--- src/rtl/demoscene_spi_pkg.sv ---
// Shared SPI constants and state encoding.
// Also imported by the demoscene SPI responder.
package demoscene_spi_pkg;

    localparam int unsigned SPI_WIDTH_DEFAULT = 8;
    localparam int unsigned SPI_CLK_DIV_MIN   = 2;

    typedef enum logic [1:0] {
        StIdle  = 2'd0,
        StShift = 2'd1,
        StHold  = 2'd2,
        StGap   = 2'd3
    } spi_state_e;

endpackage

--- src/rtl/spi_tick_gen.sv ---
// SCLK half-period tick generator: counts 0..CLK_DIV-1 and pulses tick_o on the last count.
// clear_i restarts the count so a new transfer's first tick lands exactly CLK_DIV cycles later.
module spi_tick_gen
    import demoscene_spi_pkg::*;
#(
    parameter int unsigned CLK_DIV = 4
) (
    input  logic clk,
    input  logic rst_n,
    input  logic clear_i,
    output logic tick_o
);

    // Values below the legal minimum are clamped rather than producing a degenerate divider.
    localparam int unsigned Div = (CLK_DIV < SPI_CLK_DIV_MIN) ? SPI_CLK_DIV_MIN : CLK_DIV;

    logic [7:0] cnt_q;

    assign tick_o = (cnt_q == 8'(Div - 1));

    always_ff @(posedge clk or negedge rst_n) begin
        if (!rst_n) begin
            cnt_q <= '0;
        end else if (clear_i || tick_o) begin
            cnt_q <= '0;
        end else begin
            cnt_q <= cnt_q + 8'd1;
        end
    end

endmodule

--- src/rtl/spi_master.sv ---
// SPI mode-0 master: MSB-first WIDTH-bit transfers, optional SSEL hold between words,
// and a two-half-period gap before SSEL rises and the block returns to idle.
module spi_master
    import demoscene_spi_pkg::*;
#(
    parameter int unsigned CLK_DIV = 4,
    parameter int unsigned WIDTH   = SPI_WIDTH_DEFAULT
) (
    input  logic             clk,
    input  logic             rst_n,
    input  logic [WIDTH-1:0] tx_data_i,
    input  logic             tx_hold_i,
    input  logic             tx_valid_i,
    output logic             tx_ready_o,
    output logic [WIDTH-1:0] rx_data_o,
    output logic             rx_valid_o,
    output logic             busy_o,
    output logic             sclk_o,
    output logic             ssel_o,
    output logic             mosi_o,
    input  logic             miso_i
);

    localparam int unsigned HalfW = $clog2(2 * WIDTH) + 1;
    localparam logic [HalfW-1:0] LastHalf = HalfW'(2 * WIDTH - 1);

    spi_state_e       state_q;
    logic [WIDTH-1:0] tx_shift_q;
    logic [WIDTH-1:0] rx_shift_q;
    logic [WIDTH-1:0] rx_data_q;
    logic [HalfW-1:0] half_q;
    logic             hold_q;
    logic             rx_valid_q;
    logic             sclk_q;
    logic             ssel_q;
    logic             mosi_q;
    logic             tick;
    logic             accept;

    assign tx_ready_o = (state_q == StIdle) || (state_q == StHold);
    assign accept     = tx_valid_i && tx_ready_o;

    spi_tick_gen #(
        .CLK_DIV (CLK_DIV)
    ) u_tick_gen (
        .clk     (clk),
        .rst_n   (rst_n),
        .clear_i (accept),
        .tick_o  (tick)
    );

    always_ff @(posedge clk or negedge rst_n) begin
        if (!rst_n) begin
            state_q    <= StIdle;
            tx_shift_q <= '0;
            rx_shift_q <= '0;
            rx_data_q  <= '0;
            half_q     <= '0;
            hold_q     <= 1'b0;
            rx_valid_q <= 1'b0;
            sclk_q     <= 1'b0;
            ssel_q     <= 1'b1;
            mosi_q     <= 1'b0;
        end else begin
            rx_valid_q <= 1'b0;
            if (accept) begin
                state_q    <= StShift;
                tx_shift_q <= tx_data_i;
                hold_q     <= tx_hold_i;
                half_q     <= '0;
                sclk_q     <= 1'b0;
                ssel_q     <= 1'b0;
                mosi_q     <= tx_data_i[WIDTH-1];
            end else if (tick) begin
                unique case (state_q)
                    StShift: begin
                        sclk_q <= ~sclk_q;
                        half_q <= half_q + 1'b1;
                        // Even half-periods end in a rising SCLK edge, odd ones in a falling edge.
                        if (!half_q[0]) begin
                            rx_shift_q <= {rx_shift_q[WIDTH-2:0], miso_i};
                        end else if (half_q == LastHalf) begin
                            rx_data_q  <= rx_shift_q;
                            rx_valid_q <= 1'b1;
                            state_q    <= hold_q ? StHold : StGap;
                        end else begin
                            tx_shift_q <= tx_shift_q << 1;
                            mosi_q     <= tx_shift_q[WIDTH-2];
                        end
                    end
                    StGap: begin
                        // First tick releases SSEL, second tick returns to idle.
                        if (!ssel_q) begin
                            ssel_q <= 1'b1;
                        end else begin
                            state_q <= StIdle;
                        end
                    end
                    default: ;
                endcase
            end
        end
    end

    assign rx_data_o  = rx_data_q;
    assign rx_valid_o = rx_valid_q;
    assign busy_o     = (state_q != StIdle);
    assign sclk_o     = sclk_q;
    assign ssel_o     = ssel_q;
    assign mosi_o     = mosi_q;

endmodule
--- config.mk ---
export PLATFORM = sky130hd
export DESIGN_NAME = spi_master
export DESIGN_NICKNAME = d
export VERILOG_FILES = /design/src/rtl/demoscene_spi_pkg.sv /design/src/rtl/spi_tick_gen.sv /design/src/rtl/spi_master.sv
export SDC_FILE = /design/constraint.sdc
export NUM_CORES = 1
export LEC_CHECK = 0
export BUFFER_PORTS_ARGS = -buffer_cell sky130_fd_sc_hd__buf_2
export CORE_ASPECT_RATIO = 1.4
export CORE_UTILIZATION = 30
export DETAILED_ROUTE_END_ITERATION = 10
export PLACE_DENSITY = 0.56
export RECOVER_POWER = 25
export SYNTH_ARGS = -nofsm -noshare
export SYNTH_HDL_FRONTEND = slang
export SYNTH_SLANG_ARGS = --single-unit
--- constraint.sdc ---
create_clock -name clk -period 4.7 [get_ports clk]
set_clock_uncertainty 0.1 [all_clocks]
set_input_delay 0.94 -clock clk [delete_from_list [all_inputs] [get_ports clk]]
set_output_delay 0.94 -clock clk [all_outputs]
set_load 0.1 [all_outputs]
After elaboration in Yosys (flattened, before gate mapping)
Cells that the tools add are included.
Word-level totals
  flip-flop bits (word level): 43
  latch bits: 0
  memory bits (writable): 0
  memory bits (read-only): 0
  input bits: 13
  output and inout bits: 14
  logic and storage cells: 73
  memories: 0
Cells by class
  add/subtract/negate cells: 2
  $mul: 0
  divide/modulo/power cells: 0
  magnitude comparators: 0
  eq/ne operators: 9
  shift operators: 0
  mux-type cells: 32
  bitwise gates (word level): 3
  reductions and logical operators: 16
Operators by type and width (count)
  7-bit two-way mux: 5
  1-bit two-way mux: 17
  5-bit two-way mux: 3
  2-bit two-way mux: 5
  5-bit AND reduction: 2
  2-bit nonzero test: 5
  3-bit by 2-bit inequality test with 1-bit output (second input constant): 3
  8-bit by 1-bit adder with 8-bit output (second input constant): 1
  8-bit by 2-bit equality test with 1-bit output (second input constant): 1
  8-bit two-way mux: 1
  4-bit AND reduction: 2
  5-bit by 1-bit adder with 5-bit output (second input constant): 1
  5-bit by 4-bit equality test with 1-bit output (second input constant): 1
  2-bit equality test (second input constant): 2
  2-bit case mux with 2 select lines: 1
  2-bit AND reduction: 2
  1-bit NOT: 3
  3-bit nonzero test: 1
  2-bit by 1-bit equality test with 1-bit output (second input constant): 1
  2-bit zero test: 1
  1-bit logical OR: 2
  2-bit by 1-bit inequality test with 1-bit output (second input constant): 1
  1-bit logical AND: 1

Longest topological paths before layout
Gate-level depths: netlist of run 1.
  depth after elaboration: 6
  depth in mapped cells: 7

By module
A second synthesis of run 1 with hierarchy kept.
Second synthesis, totals
  cell total of the unflattened synthesis: 157
  area total of the unflattened synthesis: 1929.4 um^2
Modules (own cells, without submodules)
  spi_master: times used 1, cells an instance 118, area an instance 1521.5 um^2, seq. area each 877.1 um^2
  spi_tick_gen: times used 1, cells an instance 39, area an instance 407.9 um^2, seq. area each 200.2 um^2

Worst setup path after synthesis of run 1
Ideal clock, no wire load.
  path type: register to output
  from: register state_q[0]
  to: output port busy_o
  data arrival time: 1.875 ns
  data required time: 3.660 ns
  slack: 1.785 ns
  stages on the path, launching flop included: 3
  buffers on the path: 0
  path through: dfrtp_1 inv_1 nand2_1
Between the ends
  cells in the longest elaborated chain, start to end: 1
RTL lines
  start: declaration: RTL line spi_master.sv:27  | spi_state_e state_q;
  start signal: assignment: RTL line spi_master.sv:54  | state_q <= StIdle;
  start signal: assignment: RTL line spi_master.sv:67  | state_q <= StShift;
  start signal: assignment: RTL line spi_master.sv:85  | state_q <= hold_q ? StHold : StGap;
  2-bit nonzero test: RTL line spi_master.sv:107  | assign busy_o = (state_q != StIdle);
  end: declaration: RTL line spi_master.sv:17  | output logic busy_o,
Every way passes these cells.

==> results.yml, run 1 <==
run_status:
  outcome: "complete, but fails checks"
  violations: "max-capacitance violations, max-slew violations"
routing:
  drt_wl_total_mm: 3.41
  final_antenna_net_count: 0
  wire_per_inst_microns: 13.4
  drc: 0
  num_vias: 1219
  vias_per_cell: 4.80
  firstDrtPassIters: 4
  first_iter_violations: 40
clock_network:
  hold_buffers: 0
  clk_latency_ps: 290
  clock_tree.buffer_depth: 2
  cts_htree_levels: 2
  root_buffer: "clkbuf_8"
  numCtsBuffers: 5
  post_cts_buffers: 0
  clock_sinks: 43
  cts_tree: "done"
  cts.repair.resized: 0
  clk_pin_slew_ps: 80
setup_path:
  cp_cell_sequence: "clkbuf_1"
  worstRegToRegCells: 5
  r2r-start: "u_tick_gen.cnt_q[0]$_DFF_PN0_"
  rr_endpoint: "rx_shift_q[1]$_DFFE_PN0P_"
  critPathBufInv: 1
  slowest_delay_ps: 1620
  end_kind: "async pin"
  path_class: "input port to async pin"
  cp.required_ps: 4520
  cp.arrival_ps: 2580
  critPathTopFamily: "buffers and inverters"
  worstPathMaxFanout: 43
  startpoint_type: "input port"
  cpMaxStageDelayCell: "clkbuf_1"
  rrSetupSlack_ps: 2240
place:
  dp_slack_ps: 2310
  dp_hpwl_mm: 2.36
  gp_congestion: 0.701
  port-buffer-count: 26
cells_and_area:
  synthToLayoutAreaGrowth_pct: 15.7
  antenna_cells: 0
  utilization: 0.367
  layout-drive-gt1-share: 0.293
  nets: 199
floorplan:
  initial_core_util: 0.317
  fp.dieW_microns: 69.0
  coreArea_sq_um: 5950
  design.die.area_sq_um: 6620
  rows: 33
  fp.dieH_microns: 95.8
  ios: 27
run:
  maxCapViolCount: 1
synth:
  netlist_area_sq_um: 1890
  synth_nets: 168
  avgSynthCellArea_sq_um: 12.4
  syn_inst: 152
  yosys_most_used_dff: "dfrtp_1"
  async_reset_ff_frac: 1.00
  synth_area_leaders: "dfrtp_1 (56%), mux2_2 (9.5%), o221a_1 (4.2%)"
  seq_area_frac_synth: 0.571
  synth_area_leader_cell: "dfrtp_1"
  ys_seq_elements: 43
  synth_top_area_frac: 0.557
  yosys_warnings: 0
  synth_cell_types: 34
  synth_edf_count: 0
global_routing:
  grt_start_max_net_pins: 44
  first_global_vias: 1258
  grt_use_total: 0.113
  antenna_found_initial: 0
  grt_pass1_wl_mm: 5.93
  gr-total-overflow: 0
worst_hold_path:
  whs_endpoint: "hold_q$_DFFE_PN0N_"
  hold_start: "hold_q$_DFFE_PN0N_"
  holdPathStages: 2
  min_path_type: "flip-flop to flip-flop"
timing:
  timing.final.ws_setup_ps: 1940
  maxSlewHeadroom: -0.544
  tightest_slew_ps: 2320
  setup_tns_ps: 0
  rsz0062_at_grt: "false"
  min_period_ps: 2760
  setup_violations: 0
  max_freq_ghz: 0.363
  hold_viol_final: 0
  finalCritPeriodShare: 0.587
  drv_slew: 44
pwr:
  p_leak_uw: 0.00104
  vdd_drop_max_mv: 0.226
  powerDensity_nw_per_um2: 573
  power.total_uw: 1250
how the worst max path moves through the flow:
stage | from | to | depth (start not counted)
floorplan | state_q[0]$_DFFE_PN0P_ | busy_o | 2
global placement | tx_valid_i | tx_shift_q[5]$_DFFE_PN0P_ | 4
detailed placement | tx_valid_i | tx_shift_q[3]$_DFFE_PN0P_ | 4
CTS | state_q[0]$_DFFE_PN0P_ | busy_o | 3
global route | rst_n | half_q[0]$_DFFE_PN0P_ | 1
finish | rst_n | rx_valid_o$_DFF_PN0_ | 1
cell type report:
class / instances / area, sq um
clock buffers: 8 / 100
flip-flops and latches: 43 / 1080
inverters: 4 / 15.0
fillers: 604 / 3760
multi-input cells: 103 / 774
repair buffers: 26 / 129
well taps: 70 / 87.6
state kept, by name, indices dropped and copies added (netlist names):
signal and count:
state_q 2, hold_q 1, half_q 5, rx_valid_o 1, tx_shift_q 7, rx_shift_q 8, sclk_o 1, mosi_o 1
ssel_o 1, rx_data_o 8, u_tick_gen.cnt_q 8
per-stage QoR:
step / cells / hold WS, ps / area [sq um]
floorplan: 152 / 346 / 1890
global placement: 246 / 373 / 2090
detailed placement: 246 / 365 / 2090
CTS: 254 / 397 / 2190
global route: 254 / 418 / 2180
finish: 254 / 396 / 2180
Yosys cell counts (2+ instances only):
library cell and number:
mux2_2 16, nand3_1 6, nor2_1 15, o221a_1 7, dfrtp_1 42, xnor2_1 2
a21oi_1 2, mux2i_1 2, nor2_2 2, and3_1 4, nand2b_1 8, nand2_1 11
o21ai_0 3, xor2_1 7, inv_1 4, ha_1 3
worst reg2reg max path: stages, from the launching register on:
cell and delay (ps):
dfrtp_1 410, ha_1 260, nor3b_1 500, nand4_4 270, nor2_2 410, mux2_2 390
layout by cell type (no fill, tap or decap), types with 3 or more instances in the layout:
cell | Yosys | routed
ha_1 | 3 | 3
nor2_1 | 15 | 15
buf_2 | 0 | 25
inv_1 | 4 | 4
and3_1 | 4 | 4
nand2_1 | 11 | 11
o21ai_0 | 3 | 3
clkbuf_8 | 0 | 7
o221a_1 | 7 | 7
nand3_1 | 6 | 6
dfrtp_1 | 42 | 42
nand2b_1 | 8 | 8
xor2_1 | 7 | 7
mux2_2 | 16 | 16
routing by layer:
metal | global-route usage | wire, microns
met1 | 0.142 | 1590
met4 | 0.0357 | 40
met3 | 0.0408 | 203
met5 | 0 | 0
met2 | 0.184 | 1580
logic make-up (layout without fill, tap and decap cells):
group	count (synthesis)	after routing	synth area share
adder cells (fa/ha/maj)	3	3	0.0199
flip-flops	43	43	0.571
buffers and inverters	6	38	0.0159
AO/OA/AOI/OAI	16	16	0.0716
multiplexers	18	18	0.106
AND/OR/NAND/NOR	57	57	0.174
XOR/XNOR	9	9	0.0418
report_power, final:
group | internal, uW | total [uW] | switching [uW]
Combinational | 157 | 415 | 258
Sequential | 484 | 583 | 98.4
Clock | 134 | 253 | 119
Total | 775 | 1250 | 476
No activity file was read; power rests on OpenSTA's default activity.
==> run 2: changes to the inputs <==
ABC_AREA = 1   (was default)
clock period = 2.7 ns   (was 4.7 ns; I/O delays follow)
==> results.yml, run 2 <==
pwr:
  seqPwrFrac: 0.608
  p_comb_frac: 0.024
  switchingPower_uw: 235
  p_leak_uw: 0.00132
  vdd_drop_max_mv: 0.251
  sw_frac_of_total: 0.219
  p_int_uw: 838
  power.total_uw: 1070
  powerDensity_nw_per_um2: 436
  clkPwrFrac: 0.368
routing:
  drc: 0
  wire_per_inst_microns: 11.3
  vias_per_cell: 4.39
  drt_wl_total_mm: 4.25
  final_antenna_net_count: 0
  first_iter_violations: 19
  num_vias: 1661
  firstDrtPassIters: 4
floorplan:
  fp.dieW_microns: 74.0
  design.die.area_sq_um: 7600
  fp.dieH_microns: 103
  ios: 27
  rows: 36
  coreArea_sq_um: 6980
  initial_core_util: 0.311
global_routing:
  grt_pass1_wl_mm: 7.32
  grt_use_total: 0.127
  grt_start_max_net_pins: 40
  gr-total-overflow: 0
  use_met1: 0.145
  busiest_layer: "met2"
  antenna_found_initial: 0
  first_global_vias: 1613
  use_met3: 0.0254
  gr-usage-met2: 0.225
clock_network:
  clock_sinks: 43
  root_buffer: "clkbuf_8"
  cts_tree: "done"
  clock_tree.buffer_depth: 2
  cts_htree_levels: 2
  cts.repair.resized: 0
  numCtsBuffers: 5
  clk_pin_slew_ps: 80
  clk_latency_ps: 300
  post_cts_buffers: 0
timing:
  setup_violations: 0
  min_period_ps: 2080
  drv_slew: 0
  maxSlewHeadroom: 0.361
  hold_viol_final: 0
  tightest_slew_ps: 958
  rsz0062_at_grt: "false"
  finalCritPeriodShare: 0.769
  max_freq_ghz: 0.482
  setup_tns_ps: 0
synth:
  ys_top_cells_by_count: "nand2_1 (106), dfrtp_1 (42), nand4_1 (15), nor2_1 (15), inv_1 (11)"
  ys_seq_elements: 43
  netlist_area_sq_um: 2170
  synth_cell_types: 31
  synth_area_leader_cell: "dfrtp_1"
  synth.most_common_cell: "nand2_1"
  synth_top_area_frac: 0.483
  yosys_warnings: 0
  synth_area_leaders: "dfrtp_1 (48%), nand2_1 (18%), nand4_1 (4.3%)"
  avgSynthCellArea_sq_um: 8.70
  synth_edf_count: 0
  async_reset_ff_frac: 1.00
  seq_area_frac_synth: 0.495
  syn_inst: 250
  synth_nets: 266
  yosys_most_used_dff: "dfrtp_1"
setup_path:
  worstRegToRegCells: 7
  worstPathMaxFanout: 17
  end_kind: "flip-flop"
  rr_endpoint: "rx_data_o[6]$_DFFE_PN0P_"
  slowest_delay_ps: 530
  path_class: "flip-flop to flip-flop"
  cp.arrival_ps: 2170
  rrSetupSlack_ps: 620
  cp.required_ps: 2790
  critPathMostFrequentCell: "nand2_1"
  r2r-start: "state_q[0]$_DFFE_PN0P_"
  startpoint_type: "flip-flop"
  cpMaxStageDelayCell: "clkinvlp_2"
  cp-startpoint: "state_q[0]$_DFFE_PN0P_"
  cp_cell_sequence: "inv_2 -> nand2_4 -> clkinvlp_2 -> nor2_2 -> nand4_4 -> nand2_1 -> nand2_1"
run_status:
  outcome: "finished clean"
cells_and_area:
  layout_common_cells: "nand2_1 (107), dfrtp_1 (42), buf_2 (25)"
  antenna_cells: 0
  nets: 298
  utilization: 0.352
  layout-drive-gt1-share: 0.205
  synthToLayoutAreaGrowth_pct: 13.1
  final_common_cell: "nand2_1"
worst_hold_path:
  hold_start: "miso_i"
  min_path_type: "input port to flip-flop"
  whs_endpoint: "rx_shift_q[0]$_DFFE_PN0P_"
  holdPathStages: 3
place:
  port-buffer-count: 26
  gp_congestion: 0.751
  dp_hpwl_mm: 3.16
run:
  maxCapViolCount: 0
-- run 2: changes by cell type after synthesis, sizes merged, moves of 4 or more --
cell,previous run,this run
nand3,6,10
nand2,11,113
nand2b,8,0
nor2,17,21
mux2,16,0
nand4,1,16
o221a,7,0
xor2,7,3
inv,4,18
-- run 2: cells by family after synthesis --
kind of cell | after synthesis | share of synthesized area
AND/OR/NAND/NOR | 169 | 0.390
multiplexers | 1 | 0.00460
XOR/XNOR | 3 | 0.0121
flip-flops | 43 | 0.495
buffers and inverters | 22 | 0.0581
AO/OA/AOI/OAI | 9 | 0.0224
adder cells (fa/ha/maj) | 3 | 0.0173
-- run 2: worst max-delay path by stage --
| stage | end | slack (ps) | cells past startpoint |
|---|---|---|---|
| after global placement | tx_shift_q[4]$_DFFE_PN0P_ | 840 | 7 |
| after detailed placement | tx_shift_q[1]$_DFFE_PN0P_ | 790 | 7 |
| after floorplan | busy_o | 580 | 2 |
| final | rx_data_o[6]$_DFFE_PN0P_ | 620 | 7 |
| after global routing | rx_data_o[1]$_DFFE_PN0P_ | 410 | 7 |
| after CTS | tx_shift_q[1]$_DFFE_PN0P_ | 780 | 7 |
-- run 2: metrics by stage --
step | hold WS, ps | cells | area (sq um) | worst slack (ps)
2_1_floorplan | 144 | 250 | 2170 | 578
3_3_place_gp | 254 | 369 | 2380 | 843
3_5_place_dp | 258 | 369 | 2380 | 791
4_1_cts | 326 | 378 | 2480 | 776
5_1_grt | 335 | 378 | 2460 | 409
6_report | 330 | 378 | 2460 | 624
-- run 2: routing by layer --
metal / vias up / share of wire
met5: - / 0
met4: 0 / 0.019
met3: 8 / 0.027
met2: 17 / 0.53
met1: 773 / 0.42
li1: 863 / -
-- run 2: final cells by class --
class / count / area (sq um)
clock buffer: 6 / 72.6
fill: 738 / 4520
clock inverter: 2 / 12.5
sequential: 43 / 1080
tap: 95 / 119
timing repair buffer: 29 / 151
inverter: 18 / 71.3
multi-input combinational: 185 / 956
-- run 2: power by group through the flow --
stage	logic (uW)	clock network (uW)	registers (uW)
3_3_place_gp	26.4	0	664
2_1_floorplan	3.27	0	664
3_5_place_dp	27.1	0	664
5_1_grt	31.0	441	652
6_report	25.7	395	652
4_1_cts	27.9	416	652
-- run 2: worst max-delay path: cells and delay by family (launching register included) --
family | cells | cell delay (ps)
buf+inv | 2 | 610
flops | 1 | 410
simple gates | 5 | 860
-- run 2: what timing repair did --
action,4_1_cts,5_1_grt
hold endpoints to repair,4,0
hold buffers,1,0
endpoints found under the setup margin,0,0
